## src/rtl/pipe_ctrl_pkg.sv

```systemverilog
// Shared encodings for the pipeline controller: stall vectors, FSM states,
// trigger kinds, exception codes and the default exception vector base.
package pipe_ctrl_pkg;

  localparam int unsigned STALL_W = 6;
  localparam int unsigned CODE_W  = 5;
  localparam int unsigned ADDR_W  = 32;

  // Hold masks: a stalling stage freezes itself and everything upstream
  localparam logic [STALL_W-1:0] STALL_NONE = 6'b000000;
  localparam logic [STALL_W-1:0] STALL_IF   = 6'b000011;
  localparam logic [STALL_W-1:0] STALL_ID   = 6'b000111;
  localparam logic [STALL_W-1:0] STALL_EX   = 6'b001111;
  localparam logic [STALL_W-1:0] STALL_MEM  = 6'b011111;

  localparam logic [CODE_W-1:0] EXC_CODE_TIMEOUT = 5'h1F;
  localparam logic [ADDR_W-1:0] EXC_BASE_DEFAULT = 32'h0000_0020;

  typedef enum logic {
    ST_RUN   = 1'b0,
    ST_FLUSH = 1'b1
  } state_e;

  typedef enum logic [1:0] {
    TRIG_NONE    = 2'd0,
    TRIG_EXC     = 2'd1,
    TRIG_TIMEOUT = 2'd2,
    TRIG_ERET    = 2'd3
  } trig_e;

  function automatic logic [ADDR_W-1:0] exc_vector(input logic [ADDR_W-1:0] base,
                                                   input logic [CODE_W-1:0] code);
    return base + ADDR_W'({code, 2'b00});
  endfunction

endpackage

```

## src/rtl/stall_watchdog.sv

```systemverilog
// Counts consecutive stall cycles and flags the cycle whose count reaches
// STALL_TIMEOUT-1 while a stall is still being requested.
module stall_watchdog #(
  parameter int unsigned STALL_TIMEOUT = 1023
) (
  input  logic clk,
  input  logic rst,
  input  logic i_en,
  input  logic i_clr,
  output logic o_timeout_c
);

  localparam int unsigned CNT_W = (STALL_TIMEOUT > 2) ? $clog2(STALL_TIMEOUT) : 1;
  localparam logic [CNT_W-1:0] CNT_LAST = CNT_W'(STALL_TIMEOUT - 1);

  logic [CNT_W-1:0] r_cnt;
  logic             w_hit;

  assign w_hit       = (r_cnt == CNT_LAST);
  assign o_timeout_c = i_en && w_hit;

  always_ff @(posedge clk) begin
    if (rst || i_clr) begin
      r_cnt <= '0;
    end else if (i_en && !w_hit) begin
      r_cnt <= r_cnt + CNT_W'(1);
    end
  end

endmodule

```

## src/rtl/pipe_ctrl.sv

```systemverilog
// Pipeline hazard/exception controller: stall decode, one-cycle flush/redirect
// on exception, eret or stall timeout. PIPE_CTRL_PERF_EN adds a stall counter.
module pipe_ctrl
  import pipe_ctrl_pkg::*;
#(
  parameter int unsigned       STALL_TIMEOUT = 1023,
  parameter logic [ADDR_W-1:0] EXC_BASE      = EXC_BASE_DEFAULT
) (
  input  logic                clk,
  input  logic                rst,
  input  logic                stallreq_if,
  input  logic                stallreq_id,
  input  logic                stallreq_ex,
  input  logic                stallreq_mem,
  input  logic                exc_req,
  input  logic [CODE_W-1:0]   exc_code_i,
  input  logic [ADDR_W-1:0]   exc_pc_i,
  input  logic                eret_req,
  input  logic [ADDR_W-1:0]   epc_i,
  output logic [STALL_W-1:0]  stall,
  output logic                flush,
  output logic                new_pc_valid,
  output logic [ADDR_W-1:0]   new_pc,
  output logic [CODE_W-1:0]   exc_code_o,
  output logic [ADDR_W-1:0]   epc_o,
  output logic [31:0]         stall_cycles
);

  state_e             r_state;
  state_e             w_state_nxt;
  trig_e              w_trig;
  logic [STALL_W-1:0] w_stall_raw;
  logic               w_timeout;
  logic               r_flush;
  logic [ADDR_W-1:0]  r_new_pc;
  logic [CODE_W-1:0]  r_exc_code;
  logic [ADDR_W-1:0]  r_epc;

  // Highest requesting stage wins; nothing is requested in FLUSH or reset
  always_comb begin
    w_stall_raw = STALL_NONE;
    if (!rst && r_state == ST_RUN) begin
      if (stallreq_mem)     w_stall_raw = STALL_MEM;
      else if (stallreq_ex) w_stall_raw = STALL_EX;
      else if (stallreq_id) w_stall_raw = STALL_ID;
      else if (stallreq_if) w_stall_raw = STALL_IF;
    end
  end

  // Enable uses the raw request so the timeout never loops back through stall
  stall_watchdog #(
    .STALL_TIMEOUT(STALL_TIMEOUT)
  ) u_watchdog (
    .clk         (clk),
    .rst         (rst),
    .i_en        (w_stall_raw != STALL_NONE),
    .i_clr       (stall == STALL_NONE),
    .o_timeout_c (w_timeout)
  );

  always_ff @(posedge clk) begin
    if (rst) r_state <= ST_RUN;
    else     r_state <= w_state_nxt;
  end

  always_comb begin
    w_state_nxt = r_state;
    w_trig      = TRIG_NONE;
    stall       = STALL_NONE;
    case (r_state)
      ST_RUN: begin
        if (!rst) begin
          if (exc_req)        w_trig = TRIG_EXC;
          else if (w_timeout) w_trig = TRIG_TIMEOUT;
          else if (eret_req)  w_trig = TRIG_ERET;
        end
        if (w_trig == TRIG_NONE) stall = w_stall_raw;
        else                     w_state_nxt = ST_FLUSH;
      end
      ST_FLUSH: w_state_nxt = ST_RUN;
    endcase
  end

  // Redirect target and CP0 cause/EPC are captured in the trigger cycle
  always_ff @(posedge clk) begin
    if (rst) begin
      r_flush    <= 1'b0;
      r_new_pc   <= '0;
      r_exc_code <= '0;
      r_epc      <= '0;
    end else begin
      r_flush <= (w_state_nxt == ST_FLUSH);
      case (w_trig)
        TRIG_EXC: begin
          r_new_pc   <= exc_vector(EXC_BASE, exc_code_i);
          r_exc_code <= exc_code_i;
          r_epc      <= exc_pc_i;
        end
        TRIG_TIMEOUT: begin
          r_new_pc   <= exc_vector(EXC_BASE, EXC_CODE_TIMEOUT);
          r_exc_code <= EXC_CODE_TIMEOUT;
          r_epc      <= exc_pc_i;
        end
        TRIG_ERET: r_new_pc <= epc_i;
        default: ;
      endcase
    end
  end

  assign flush        = r_flush;
  assign new_pc_valid = r_flush;
  assign new_pc       = r_new_pc;
  assign exc_code_o   = r_exc_code;
  assign epc_o        = r_epc;

`ifdef PIPE_CTRL_PERF_EN
  logic [31:0] r_stall_cycles;

  always_ff @(posedge clk) begin
    if (rst) begin
      r_stall_cycles <= '0;
    end else if (stall[0] && r_stall_cycles != 32'hFFFF_FFFF) begin
      r_stall_cycles <= r_stall_cycles + 32'd1;
    end
  end

  assign stall_cycles = r_stall_cycles;
`else
  assign stall_cycles = '0;
`endif

endmodule

```

## config.mk

```make
export PLATFORM = sky130hd
export DESIGN_NAME = pipe_ctrl
export DESIGN_NICKNAME = d
export VERILOG_FILES = /design/src/rtl/pipe_ctrl_pkg.sv /design/src/rtl/stall_watchdog.sv /design/src/rtl/pipe_ctrl.sv
export SDC_FILE = /design/constraint.sdc
export NUM_CORES = 1
export LEC_CHECK = 0
export ABC_AREA = 1
export BUFFER_PORTS_ARGS = -buffer_cell sky130_fd_sc_hd__buf_2
export CAP_MARGIN = 20
export CORE_MARGIN = 3
export CORE_UTILIZATION = 42
export DETAILED_ROUTE_END_ITERATION = 16
export PLACE_DENSITY = 0.71
export SYNTH_ARGS = -nofsm -noshare
export SYNTH_HDL_FRONTEND = slang
export SYNTH_SLANG_ARGS = --single-unit
export TNS_END_PERCENT = 100
```

## constraint.sdc

```tcl
create_clock -name clk -period 5.2 [get_ports clk]
set_input_delay 0.78 -clock clk [delete_from_list [all_inputs] [get_ports clk]]
set_output_delay 0.78 -clock clk [all_outputs]
set_load 0.01 [all_outputs]
```

# After elaboration in Yosys (flattened, before gate mapping)
# Index checks and enable logic that the tools add are counted.
# word_totals
register_bits	80
latchBits	0
mem_bits_rw	0
mem_bits_ro	0
inputBits	77
wordCells	41
mem_count	0
# op_classes
addsub	2
mul	0
div_mod_pow	0
order_cmp	0
n_eq_ne	4
shift	0
muxes	17
bitwise_logic	1
n_reduce_logical	12
# ops
op	count
32-bit one-hot mux with 3 select lines	1
6-bit 2-to-1 mux	3
2-bit 2-to-1 mux	7
10-bit by 1-bit adder with 10-bit output (second input constant)	1
10-bit equality test (second input constant)	1
5-bit one-hot mux with 2 select lines	1
6-bit by 7-bit adder with 8-bit output (first input constant)	1
6-bit zero test	1
6-bit nonzero test	1
5-bit 2-to-1 mux	1
2-bit equality test (second input constant)	2
4-bit 2-to-1 mux	1
1-bit logical AND	3
3-bit 2-to-1 mux	1
3-bit nonzero test	1
2-bit by 1-bit equality test with 1-bit output (second input constant)	1
1-bit zero test	2
2-bit zero test	1
1-bit one-hot mux with 2 select lines	1
2-bit nonzero test	1
2-bit OR reduction	1
1-bit logical OR	1
1-bit 2-to-1 mux	1
1-bit NOT	1

# Depth between registers and ports, before layout
# Gate-level depths: netlist of the first run.
# depth
word_depth	16
mapped_depth	17
depth_no_buf	17

# By module
# From an unflattened synthesis of the first run, not the netlist that was laid out.
# hier_totals
cells_unflattened	485
hier_area_um2	3649.8
# modules_own_cells
module	instances	cells_each	area_each_um2
pipe_ctrl	1	397	3029.2
stall_watchdog	1	88	620.6

# Worst setup path after synthesis of the first run
# OpenSTA, ideal clock, no wires.
# synth_path
path_kind	input to output
from	input port stallreq_ex
to	output port stall[1]
arrival_ns	1.667
required_time_ns	4.420
slack_ns	2.753
stages	8
path_buffers	2
path_cell_list	nor2_2 nand2_1 nor2_4 nor2_8 nand4_2 buf_6 inv_1 buf_4
# synth_via
elab_chain_cells	12
# synth_rtl
item	line	text
start: declaration	pipe_ctrl.sv:13	input logic stallreq_ex,
4-bit 2-to-1 mux *	pipe_ctrl.sv:44	else if (stallreq_ex) w_stall_raw = STALL_EX;
5-bit 2-to-1 mux *	pipe_ctrl.sv:43	if (stallreq_mem) w_stall_raw = STALL_MEM;
6-bit 2-to-1 mux *	pipe_ctrl.sv:42	if (!rst && r_state == ST_RUN) begin
6-bit nonzero test	pipe_ctrl.sv:56	.i_en (w_stall_raw != STALL_NONE),
1-bit logical AND	stall_watchdog.sv:20	assign o_timeout_c = i_en && w_hit;
2-bit 2-to-1 mux	pipe_ctrl.sv:74	else if (w_timeout) w_trig = TRIG_TIMEOUT;
2-bit 2-to-1 mux	pipe_ctrl.sv:73	if (exc_req) w_trig = TRIG_EXC;
2-bit 2-to-1 mux	pipe_ctrl.sv:72	if (!rst) begin
2-bit 2-to-1 mux	pipe_ctrl.sv:70	case (r_state)
2-bit zero test	pipe_ctrl.sv:77	if (w_trig == TRIG_NONE) stall = w_stall_raw;
6-bit 2-to-1 mux *	pipe_ctrl.sv:77	
6-bit 2-to-1 mux *	pipe_ctrl.sv:70	
end: declaration	pipe_ctrl.sv:20	output logic [STALL_W-1:0] stall,
# Mark *: on every way between the ends. The rest lies on a longest branch, timed or not. The select of a mux whose other input is x is not followed.

# Worst setup path after layout of the first run
# layout_path
from	input port rst
to	output port stall[0]
# layout_via
elab_chain_cells	12
# layout_rtl
item	line	text
start: declaration	pipe_ctrl.sv:10	input logic rst,
1-bit zero test	n/a	
1-bit logical AND	pipe_ctrl.sv:42	
6-bit 2-to-1 mux	pipe_ctrl.sv:42	
6-bit nonzero test	pipe_ctrl.sv:56	
1-bit logical AND	stall_watchdog.sv:20	
2-bit 2-to-1 mux	pipe_ctrl.sv:74	
2-bit 2-to-1 mux	pipe_ctrl.sv:73	
2-bit 2-to-1 mux	pipe_ctrl.sv:72	
2-bit 2-to-1 mux	pipe_ctrl.sv:70	
2-bit zero test	pipe_ctrl.sv:77	
6-bit 2-to-1 mux *	pipe_ctrl.sv:77	
6-bit 2-to-1 mux *	pipe_ctrl.sv:70	
# Marks and branches as above.

==> results.md, run 1 <==
- Outcome: completed
- Final net count: 706
- Port bufs: 152
- DRC: 0
- Final Non-Filler Cells: 732
- Hold Path Class: flop to flop
- WL/cell: 12.27 microns
- Clock transition at path regs: 0.09 ns
- CP most frequent cell: buf_2
- Setup TNS: 0 ns
- Iter 0 DRT Violations: 93
- Slew @ Worst Pin: 0.9904 ns
- Largest net degree at the start of global routing: 42
- First-pass GRT wire length: 15.00 mm
- GPL Wtd Cong: 0.8060
- Die Y: 98.56 microns
- Final wirelength: 8.982 mm
- CTS HTree Levels: 3
- Routed Antenna Nets: 0
- # IOs: 186
- FFs w/ async S/R, synth: 0%
- Final Hold Vio Count: 0
- Area share of the largest cell type after synthesis: 44.51%
- Antenna Cells: 0
- Core area: 0.008258 sq mm
- CP max stage delay: 0.39 ns
- Avg Vias per Cell: 4.736
- Unique masters post-synth: 29
- Layout cells sized above 1: 31.10%
- Post-CTS resize count: 0
- Cell taking the most area after synthesis: dfxtp_1
- Area Overhead vs Synth: 24.93%
- Leakage power: 2.227 nW
- Gr usage total: 18.42%
- Clk buf depth: 2
- PD cells: 311.9 mW/mm^2
- Via count: 3467
- Crit Path Max Fanout: 30
- Grt ovf: 0
- Die area: 0.009714 sq mm
- Main synth FF type: dfxtp_1
- DRT Pass-1 Iters: 4
- CTS Sinks: 80
- Placed cells: 717
- Yosys warnings: 0
- Detailed-placement wirelength estimate: 6.704 mm
- Final period util: 58.10%
- Average size of a mapped cell: 7.466 sq um
- Ranking of synthesized cells by area: dfxtp_1 (45%), nand2_1 (11%), nor2_1 (8.0%)
- Peak VDD IR: 0.1984 mV
- Crit path capture type: primary output
- Max-slew violation count: 0
- Worst-Skew Late Latency: 0.34 ns
- Initial antenna violation count: 0
- Final setup violation count: 0
- Commonest non-fill, non-tap cell in the layout: buf_2
- Number of CTS-inserted buffers: 9
- Worst path slowest cell: nand4_2
- Sequential-to-total area share from yosys stat: 44.51%
- Initial core utilization: 43.58%
- RSZ-0062 raised after global routing: no
- Die X: 98.56 microns
- Critical path class: input port to primary output
- Post-synth EDFFs: 0
- F_max: 331.0 MHz
- Vias in the first global route: 3354
- # rows: 33
- CP Launch Type: input port
- Cts hold-fix bufs: 0
- Min Tclk post-route: 3.021 ns
- Max Cap Violations: 0
- Post-CTS setup buffers: 0
- Critical Path RT: 4.42 ns
- CP arrival: 2.24 ns
- Slew margin rel.: 33.90%
- Commonest cells after routing, fill and taps aside: buf_2 (152), nand2_1 (104), dfxtp_1 (80), nor2_1 (77), o21ai_0 (44)
- Syn Std Cell Area: 0.003598 sq mm
- Mapped Cells: 482
- CTS tree: yes
- Final Skew: 0.01618 ns
- Cell Chain, Critical Path: buf_2, nor2_4, inv_2, nor2_8, nand4_2, inv_1, buf_2
- Synth Register Bits: 80
- Clock Tree Root: clkbuf_8
## worst max-delay path, delay by kind of cell
kind,cells,cell delay [ns]
AND/OR/NAND/NOR,3,0.77
buffers and inverters,4,0.69
## report_power, final
group	leakage, nW	internal, mW	total (mW)	switching (mW)
clock	0.113	0.318	0.536	0.219
sequential	0.654	0.649	0.666	0.0176
combinational	1.46	0.0739	0.200	0.126
## through the flow
| stage | hold WS (ns) | power [mW] | area (sq um) | utilization [%] | setup WS (ns) |
|---|---|---|---|---|---|
| finish | 0.4669 | 1.402 | 4496 | 54.44 | 2.179 |
| global route | 0.4954 | 1.475 | 4496 | 54.44 | 2.028 |
| CTS | 0.4664 | 1.418 | 4496 | 54.44 | 2.146 |
| detailed placement | 0.4543 | 0.8801 | 4262 | 51.61 | 1.914 |
| global placement | 0.4488 | 0.8768 | 4262 | 51.61 | 2.010 |
| floorplan | 0.4696 | 0.8119 | 3719 | - | 2.753 |
## sequential cells by signal, summed over array words and instances, names as in the netlist
| name | count |
|---|---|
| epc_o | 32 |
| new_pc | 32 |
| u_watchdog.r_cnt | 10 |
| exc_code_o | 5 |
| flush | 1 |
## cells by family after synthesis
| kind of cell | after synthesis | share of synthesized area (%) |
|---|---|---|
| XOR/XNOR | 2 | 0.4869 |
| buffers and inverters | 84 | 13.04 |
| adder cells (fa/ha/maj) | 6 | 2.086 |
| AND/OR/NAND/NOR | 217 | 25.73 |
| other | 1 | 0.1042 |
| AO/OA/AOI/OAI | 92 | 14.05 |
| flip-flops | 80 | 44.51 |
## worst paths after layout
kind | from | endpoint | slack [ns] | cells after the start
hold / removal | new_pc[14]$_SDFFE_PP0P_ | new_pc[14]$_SDFFE_PP0P_ | 0.47 | 2
setup / recovery | rst | stall[0] | 2.18 | 7
hold reg to reg | new_pc[14]$_SDFFE_PP0P_ | new_pc[14]$_SDFFE_PP0P_ | 0.47 | 2
setup reg to reg | u_watchdog.r_cnt[0]$_SDFFE_PP0P_ | new_pc[22]$_SDFFE_PP0P_ | 2.47 | 16
## Yosys cell counts (2+ instances only)
cell      instances
a21oi_1          32
a21oi_2           9
a31oi_1           5
buf_1             3
buf_2             6
buf_4            37
clkbuf_1          9
dfxtp_1          80
ha_1              6
inv_1            24
inv_2             4
nand2_1         104
nand2_2           5
nand3_1          10
nand3b_1          3
nand4_1           4
nand4_2           2
nor2_1           77
nor2_2            4
nor2_4            2
nor3_1            5
o21ai_0          44
## cell type report
| cell class | count | area, sq um |
|---|---|---|
| sequential | 80 | 1602 |
| clock buffer | 10 | 127.6 |
| inverter | 28 | 105.1 |
| multi-input combinational | 350 | 1648 |
| tap | 105 | 131.4 |
| clock inverter | 5 | 106.4 |
| timing repair buffer | 154 | 775.7 |
| fill | 805 | 3762 |
## routing by layer
layer | global-route usage (%) | routed length, microns | up-vias
met1 | 21.95 | 3664 | 1564
met2 | 30.11 | 4198 | 138
met3 | 7.785 | 920 | 15
met4 | 5.987 | 199 | 0
li1 | - | - | 1750
met5 | 0 | 0 | -
No activity file was read; power rests on OpenSTA's default activity.
==> inputs of run 2 (changes only) <==
Settings changed: CORE_UTILIZATION 42 to 41, PLACE_DENSITY 0.71 to 0.72.
Clock period 5.2 ns to 2.7 ns, I/O delays scaled along.
==> run 2 against run 1 <==
Net effect:
- clock-buffer cell count up 2
- design area up 0.31%
- combinational power up 100%
- total power up 83%
- critical path depth up 1
- sequential share of layout area down 0.11 points
- non-clock buffer count up 5
- sequential power up 92%
- register-to-register slack worse by 2.2 ns
- wire length up 1.1%
==> results.md, run 2 (same netlist as run 1, synthesis figures left out) <==
- RSZ-0062 raised after global routing: no
- Number of CTS-inserted buffers: 9 (unchanged)
- Sequential power share: 50.0% (+2.5 points)
- Post-CTS setup buffers: 0 (unchanged)
- Worst-Skew Late Latency: 0.34 ns (about the same)
- Combinational fraction of design power: 15.6% (+1.4 points)
- Setup ws final: 0.2759 ns (-1.903 ns)
- Final net count: 711 (+0.71%)
- PD cells: 569.0 mW/mm^2 (+82%)
- Core area: 0.008382 sq mm (+1.5%)
- CTS HTree Levels: 3 (unchanged)
- Area Overhead vs Synth: 25.31%
- WL/cell: 12.31 microns (+0.31%)
- Clk buf depth: 2 (unchanged)
- Max-slew violation count: 0 (unchanged)
- Cts hold-fix bufs: 0 (unchanged)
- First-pass GRT wire length: 14.59 mm (-2.7%)
- CTS Sinks: 80 (unchanged)
- Dpl cell area: 0.004312 sq mm (+1.2%)
- Worst slack at placement: 0.2600 ns (-1.654 ns)
- Grt ovf: 0 (unchanged)
- Post-route cell area: 0.004509 sq mm (+0.31%)
- Routed Antenna Nets: 0 (unchanged)
- Hold Path Class: input port to flop
- Final Skew: 0.01276 ns (-0.003425 ns)
- WHS: 0.2807 ns (-0.1861 ns)
- Final period util: 89.78%
- Peak VDD IR: 0.3432 mV (+73%)
- Die area: 0.009937 sq mm (+2.3%)
- Clk pwr share: 34.4% (-3.9 points)
- Final wirelength: 9.084 mm (+1.1%)
- Max Cap Violations: 0 (unchanged)
- Final setup violation count: 0 (unchanged)
- Critical path class: flop to primary output
- Largest net degree at the start of global routing: 38 (-9.5%)
- Iter 0 DRT Violations: 164 (+76%)
- Vias in the first global route: 3204 (-4.5%)
- Die X: 99.69 microns (+1.1%)
- Clock transition at path regs: 0.08 ns (about the same)
- Final Hold Vio Count: 0 (unchanged)
- Outcome: completed
- Commonest cells after routing, fill and taps aside: buf_2 (152), nand2_1 (104), dfxtp_1 (80), nor2_1 (77), o21ai_0 (44)
- Clock Tree Root: clkbuf_8
- Die Y: 99.69 microns (+1.1%)
- # rows: 33 (unchanged)
- CTS tree: yes
- Detailed-placement wirelength estimate: 6.740 mm (+0.53%)
- Setup TNS: 0 ns (unchanged)
- Layout cells sized above 1: 31.60% (+0.50 points)
- Critical Path RT: 2.30 ns (-2.12 ns)
- GPL Wtd Cong: 0.8621 (+7.0%)
- Antenna Cells: 0 (unchanged)
- Post-CTS resize count: 0 (unchanged)
- Via count: 3472 (+0.14%)
- CP Launch Type: flop
- Commonest non-fill, non-tap cell in the layout: buf_2
- Initial core utilization: 42.93% (-0.64 points)
- Pint: 1.859 mW (+79%)
- F_max: 412.5 MHz
- Leakage power: 2.240 nW (+0.56%)
- DRT Pass-1 Iters: 4 (unchanged)
- # IOs: 186 (unchanged)
- Switch share: 27.55% (+1.7 points)
- Crit path capture type: primary output
- Avg Vias per Cell: 4.705 (-0.67%)
- Min Tclk post-route: 2.424 ns
- Port bufs: 152 (unchanged)
- Initial antenna violation count: 1 (+1)
- Fin util: 53.80% (-0.64 points)
- CP arrival: 2.02 ns (-0.22 ns)
- Crit Path Max Fanout: 11 (-63%)
- Gr usage total: 17.92% (-0.50 points)
- Switching pwr: 0.7069 mW (+95%)
- DRC: 0 (unchanged)
run 2: cell count changes in the layout (fill, tap and decap cells not counted):
cell | previous run | this run
clkbuf_8 | 9 | 10
clkinv_4 | 1 | 0
clkinv_2 | 0 | 2
buf_12 | 0 | 1
buf_4 | 2 | 6
clkbuf_1 | 1 | 2
inv_6 | 0 | 1
bufinv_16 | 3 | 1
inv_2 | 4 | 3
run 2: layout make-up:
cell class	count	area, sq um
Clock buffer	12	145.1
Tap cell	105	131.4
Fill cell	821	3872
Timing Repair Buffer	159	825.8
Clock inverter	4	51.30
Sequential cell	80	1602
Multi-Input combinational cell	350	1648
Inverter	28	106.4
run 2: layer usage:
layer / share of wire, % / global-route usage (%) / vias to the layer above
met3: 8.1 / 5.610 / 14
met5: 0.12 / 0 / -
met2: 45 / 28.48 / 131
met1: 44 / 22.34 / 1561
met4: 2.0 / 7.773 / 2
li1: - / - / 1764
run 2: critical path, cell delays in order, from the launching register on:
cell and delay (ns):
dfxtp_1 0.46, inv_1 0.10, ha_1 0.23, nand2_2 0.07, nor2_2 0.04, nand4_2 0.09, nand4_2 0.36, inv_1 0.18
buf_2 0.15
run 2: path summary, 6_finish.rpt:
path | from | to | slack (ns) | cells past startpoint
setup / recovery | u_watchdog.r_cnt[0]$_SDFFE_PP0P_ | stall[0] | 0.28 | 8
hold / removal | exc_pc_i[24] | epc_o[24]$_SDFFE_PP0P_ | 0.28 | 3
setup reg to reg | u_watchdog.r_cnt[0]$_SDFFE_PP0P_ | new_pc[23]$_SDFFE_PP0P_ | 0.28 | 16
hold reg to reg | new_pc[30]$_SDFFE_PP0P_ | new_pc[30]$_SDFFE_PP0P_ | 0.46 | 2
run 2: per-stage QoR:
step	instances	power (mW)
after floorplan	514	1.564
after global placement	722	1.704
after detailed placement	722	1.710
after CTS	738	2.599
after global routing	738	2.696
final	738	2.566
run 2: power by group through the flow:
stage	clock, mW	combinational, mW	sequential [mW]
2_1_floorplan	0	0.222	1.34
6_report	0.883	0.400	1.28
3_5_place_dp	0	0.403	1.31
5_1_grt	0.956	0.451	1.29
4_1_cts	0.912	0.405	1.28
3_3_place_gp	0	0.398	1.31
==> inputs of run 3 (changes only) <==
Settings changed: PLACE_DENSITY 0.72 to 0.77.
==> run 3 against run 2 <==
Net effect:
- first-iteration DRC count shrank 19%
- flip-flop and latch count is the same
- wire length grew 1.1%
- utilization grew 0.18 points
- worst setup slack lost 0.031 ns
- hold slack lost 0.0017 ns
- non-clock buffer count is the same
==> results.md, run 3 (same netlist as run 1, synthesis figures left out) <==
- Outcome: completed
- Worst Reg-to-Reg Cells: 17 (+1)
- Cts hold-fix bufs: 0 (unchanged)
- Worst-Skew Late Latency: 0.34 ns (about the same)
- Peak VDD IR: 0.3156 mV (-8.0%)
- Via count: 3493 (+0.60%)
- Register Area: 0.001602 sq mm (unchanged)
- Max Cap Violations: 0 (unchanged)
- # IOs: 186 (unchanged)
- Number of CTS-inserted buffers: 9 (unchanged)
- Clk buf depth: 2 (unchanged)
- Leakage power: 2.245 nW (+0.26%)
- Setup ws final: 0.2445 ns (-0.03140 ns)
- Hold Path Class: input port to flop
- Critical path endpoint: new_pc[7]$_SDFFE_PP0P_
- Cell Chain, Critical Path: inv_1, ha_1, nand2_2, nor2_2, inv_1, nor2_2, nand2_2, nand2_1, nand2_1, nand2_2, inv_1, ha_1, nor2_1, a21boi_0, o21ai_0, nand2_1, inv_1
- F_max: 407.2 MHz (-1.3%)
- # rows: 33 (unchanged)
- DRC: 0 (unchanged)
- Crit Path Max Fanout: 8 (-3)
- Layout cells sized above 1: 31.75% (+0.16 points)
- Vias in the first global route: 3307 (+3.2%)
- Crit path capture type: flop
- RSZ-0062 raised after global routing: no
- Initial antenna violation count: 0 (-1)
- Commonest cells after routing, fill and taps aside: buf_2 (152), nand2_1 (104), dfxtp_1 (80), nor2_1 (77), o21ai_0 (44)
- Die Y: 99.69 microns (unchanged)
- CTS Sinks: 80 (unchanged)
- Clock Tree Root: clkbuf_8
- Final Hold Vio Count: 0 (unchanged)
- Initial core utilization: 42.93% (unchanged)
- CP arrival: 2.75 ns (+0.73 ns)
- PD cells: 587.0 mW/mm^2 (+3.2%)
- Multi-input gate area: 0.001648 sq mm (unchanged)
- Hold path startpoint: exc_pc_i[24]
- Grt ovf: 0 (unchanged)
- Core area: 0.008382 sq mm (unchanged)
- Area Overhead vs Synth: 25.73%
- Setup TNS: 0 ns (unchanged)
- Avg Vias per Cell: 4.727 (+0.47%)
- Die X: 99.69 microns (unchanged)
- CP startpoint: u_watchdog.r_cnt[0]$_SDFFE_PP0P_
- First-pass GRT wire length: 14.79 mm (+1.4%)
- Max-slew violation count: 0 (unchanged)
- Gr usage total: 18.09% (+0.17 points)
- R2R Path End: new_pc[7]$_SDFFE_PP0P_
- Detailed-placement wirelength estimate: 6.819 mm (+1.2%)
- Critical path class: flop to flop
- DRT Pass-1 Iters: 4 (unchanged)
- Iter 0 DRT Violations: 133 (-19%)
- Port bufs: 152 (unchanged)
- Die area: 0.009937 sq mm (unchanged)
- WHS: 0.2790 ns (-0.001705 ns)
- Critical Path RT: 2.99 ns (+0.69 ns)
- GPL Wtd Cong: 0.8525 (-1.1%)
- Largest net degree at the start of global routing: 42 (+11%)
- Total chip power: 2.656 mW (+3.5%)
- CP Launch Type: flop
- Min Tclk post-route: 2.456 ns (+0.03140 ns)
- CTS tree: yes
- Final wirelength: 9.188 mm (+1.1%)
- Commonest non-fill, non-tap cell in the layout: buf_2
- Post-CTS setup buffers: 0 (unchanged)
- Setup slack, reg-to-reg: 0.24 ns (-0.03 ns)
- Final Skew: 0.008130 ns (-0.004627 ns)
- Clock transition at path regs: 0.08 ns (about the same)
- Routed Antenna Nets: 0 (unchanged)
- Final net count: 711 (unchanged)
- WL/cell: 12.43 microns (+1.0%)
- CP most frequent cell: inv_1
- Final period util: 90.95% (+1.2 points)
- R2r startpoint: u_watchdog.r_cnt[0]$_SDFFE_PP0P_
- CP max stage delay: 0.38 ns (-0.08 ns)
- Final setup violation count: 0 (unchanged)
- Worst path slowest cell: dfxtp_1
- Worst slack at placement: 0.2263 ns (-0.03372 ns)
- CTS HTree Levels: 3 (unchanged)
- Fillcell total: 781 (-4.9%)
-- run 3: cell types whose count changed in the layout (fill, tap and decap cells not counted) --
cell       previous run  this run
bufinv_16             1         2
inv_8                 0         1
diode_2               0         1
inv_6                 1         0
clkbuf_1              2         1
inv_4                 0         1
clkbuf_8             10         9
clkinv_4              0         1
buf_4                 6         7
buf_12                1         0
clkinv_2              2         1
-- run 3: through the flow --
step                      area [sq um]  util [%]  std cells
final                             4524     53.98        739
after global routing              4522     53.95        738
after CTS                         4519     53.92        738
after detailed placement          4299     51.29        722
after global placement            4299     51.29        722
after floorplan                   3719         -        514
-- run 3: critical path, delay by kind of cell (launching register included) --
kind	cells	cell delay [ns]
buf+inv	4	0.25
flops	1	0.38
fa+ha+maj	2	0.44
simple gates	9	1.02
compound gates	2	0.29
-- run 3: power breakdown --
group	switching, mW	internal [mW]	total [mW]	leakage (nW)
Clock	0.450	0.528	0.978	0.108
Combinational	0.246	0.149	0.395	1.48
Sequential	0.0335	1.25	1.28	0.654
Total	0.729	1.93	2.66	2.25
-- run 3: area by class of cell --
cell class | count | area share (%)
inverters | 28 | 2.378
well taps | 105 | 2.904
diodes | 1 | 0.05531
repair buffers | 159 | 17.98
clock buffers | 10 | 2.821
clock inverters | 6 | 2.046
multi-input cells | 350 | 36.42
flip-flops and latches | 80 | 35.40
-- run 3: worst min path at each step --
stage	cells after the start	to	slack (ns)
after floorplan	2	u_watchdog.r_cnt[9]$_SDFFE_PP0P_	0.47
after global placement	2	new_pc[31]$_SDFFE_PP0P_	0.45
after detailed placement	2	new_pc[30]$_SDFFE_PP0P_	0.45
after CTS	3	epc_o[24]$_SDFFE_PP0P_	0.26
after global routing	3	epc_o[13]$_SDFFE_PP0P_	0.27
final	3	epc_o[24]$_SDFFE_PP0P_	0.28
-- run 3: layer usage --
metal	vias to the layer above	GRT usage, %	share of wire (%)
met5	-	0	0
met4	0	7.143	0.91
met3	5	6.031	10
met2	148	29.50	47
met1	1576	21.98	42
li1	1764	-	-
-- run 3: repair_timing --
| action | in CTS | in global routing |
|---|---|---|
| gates resized for setup | 0 | 2 |
| hold endpoints to repair | 0 | 0 |
| endpoints found under the setup margin | 0 | 28 |
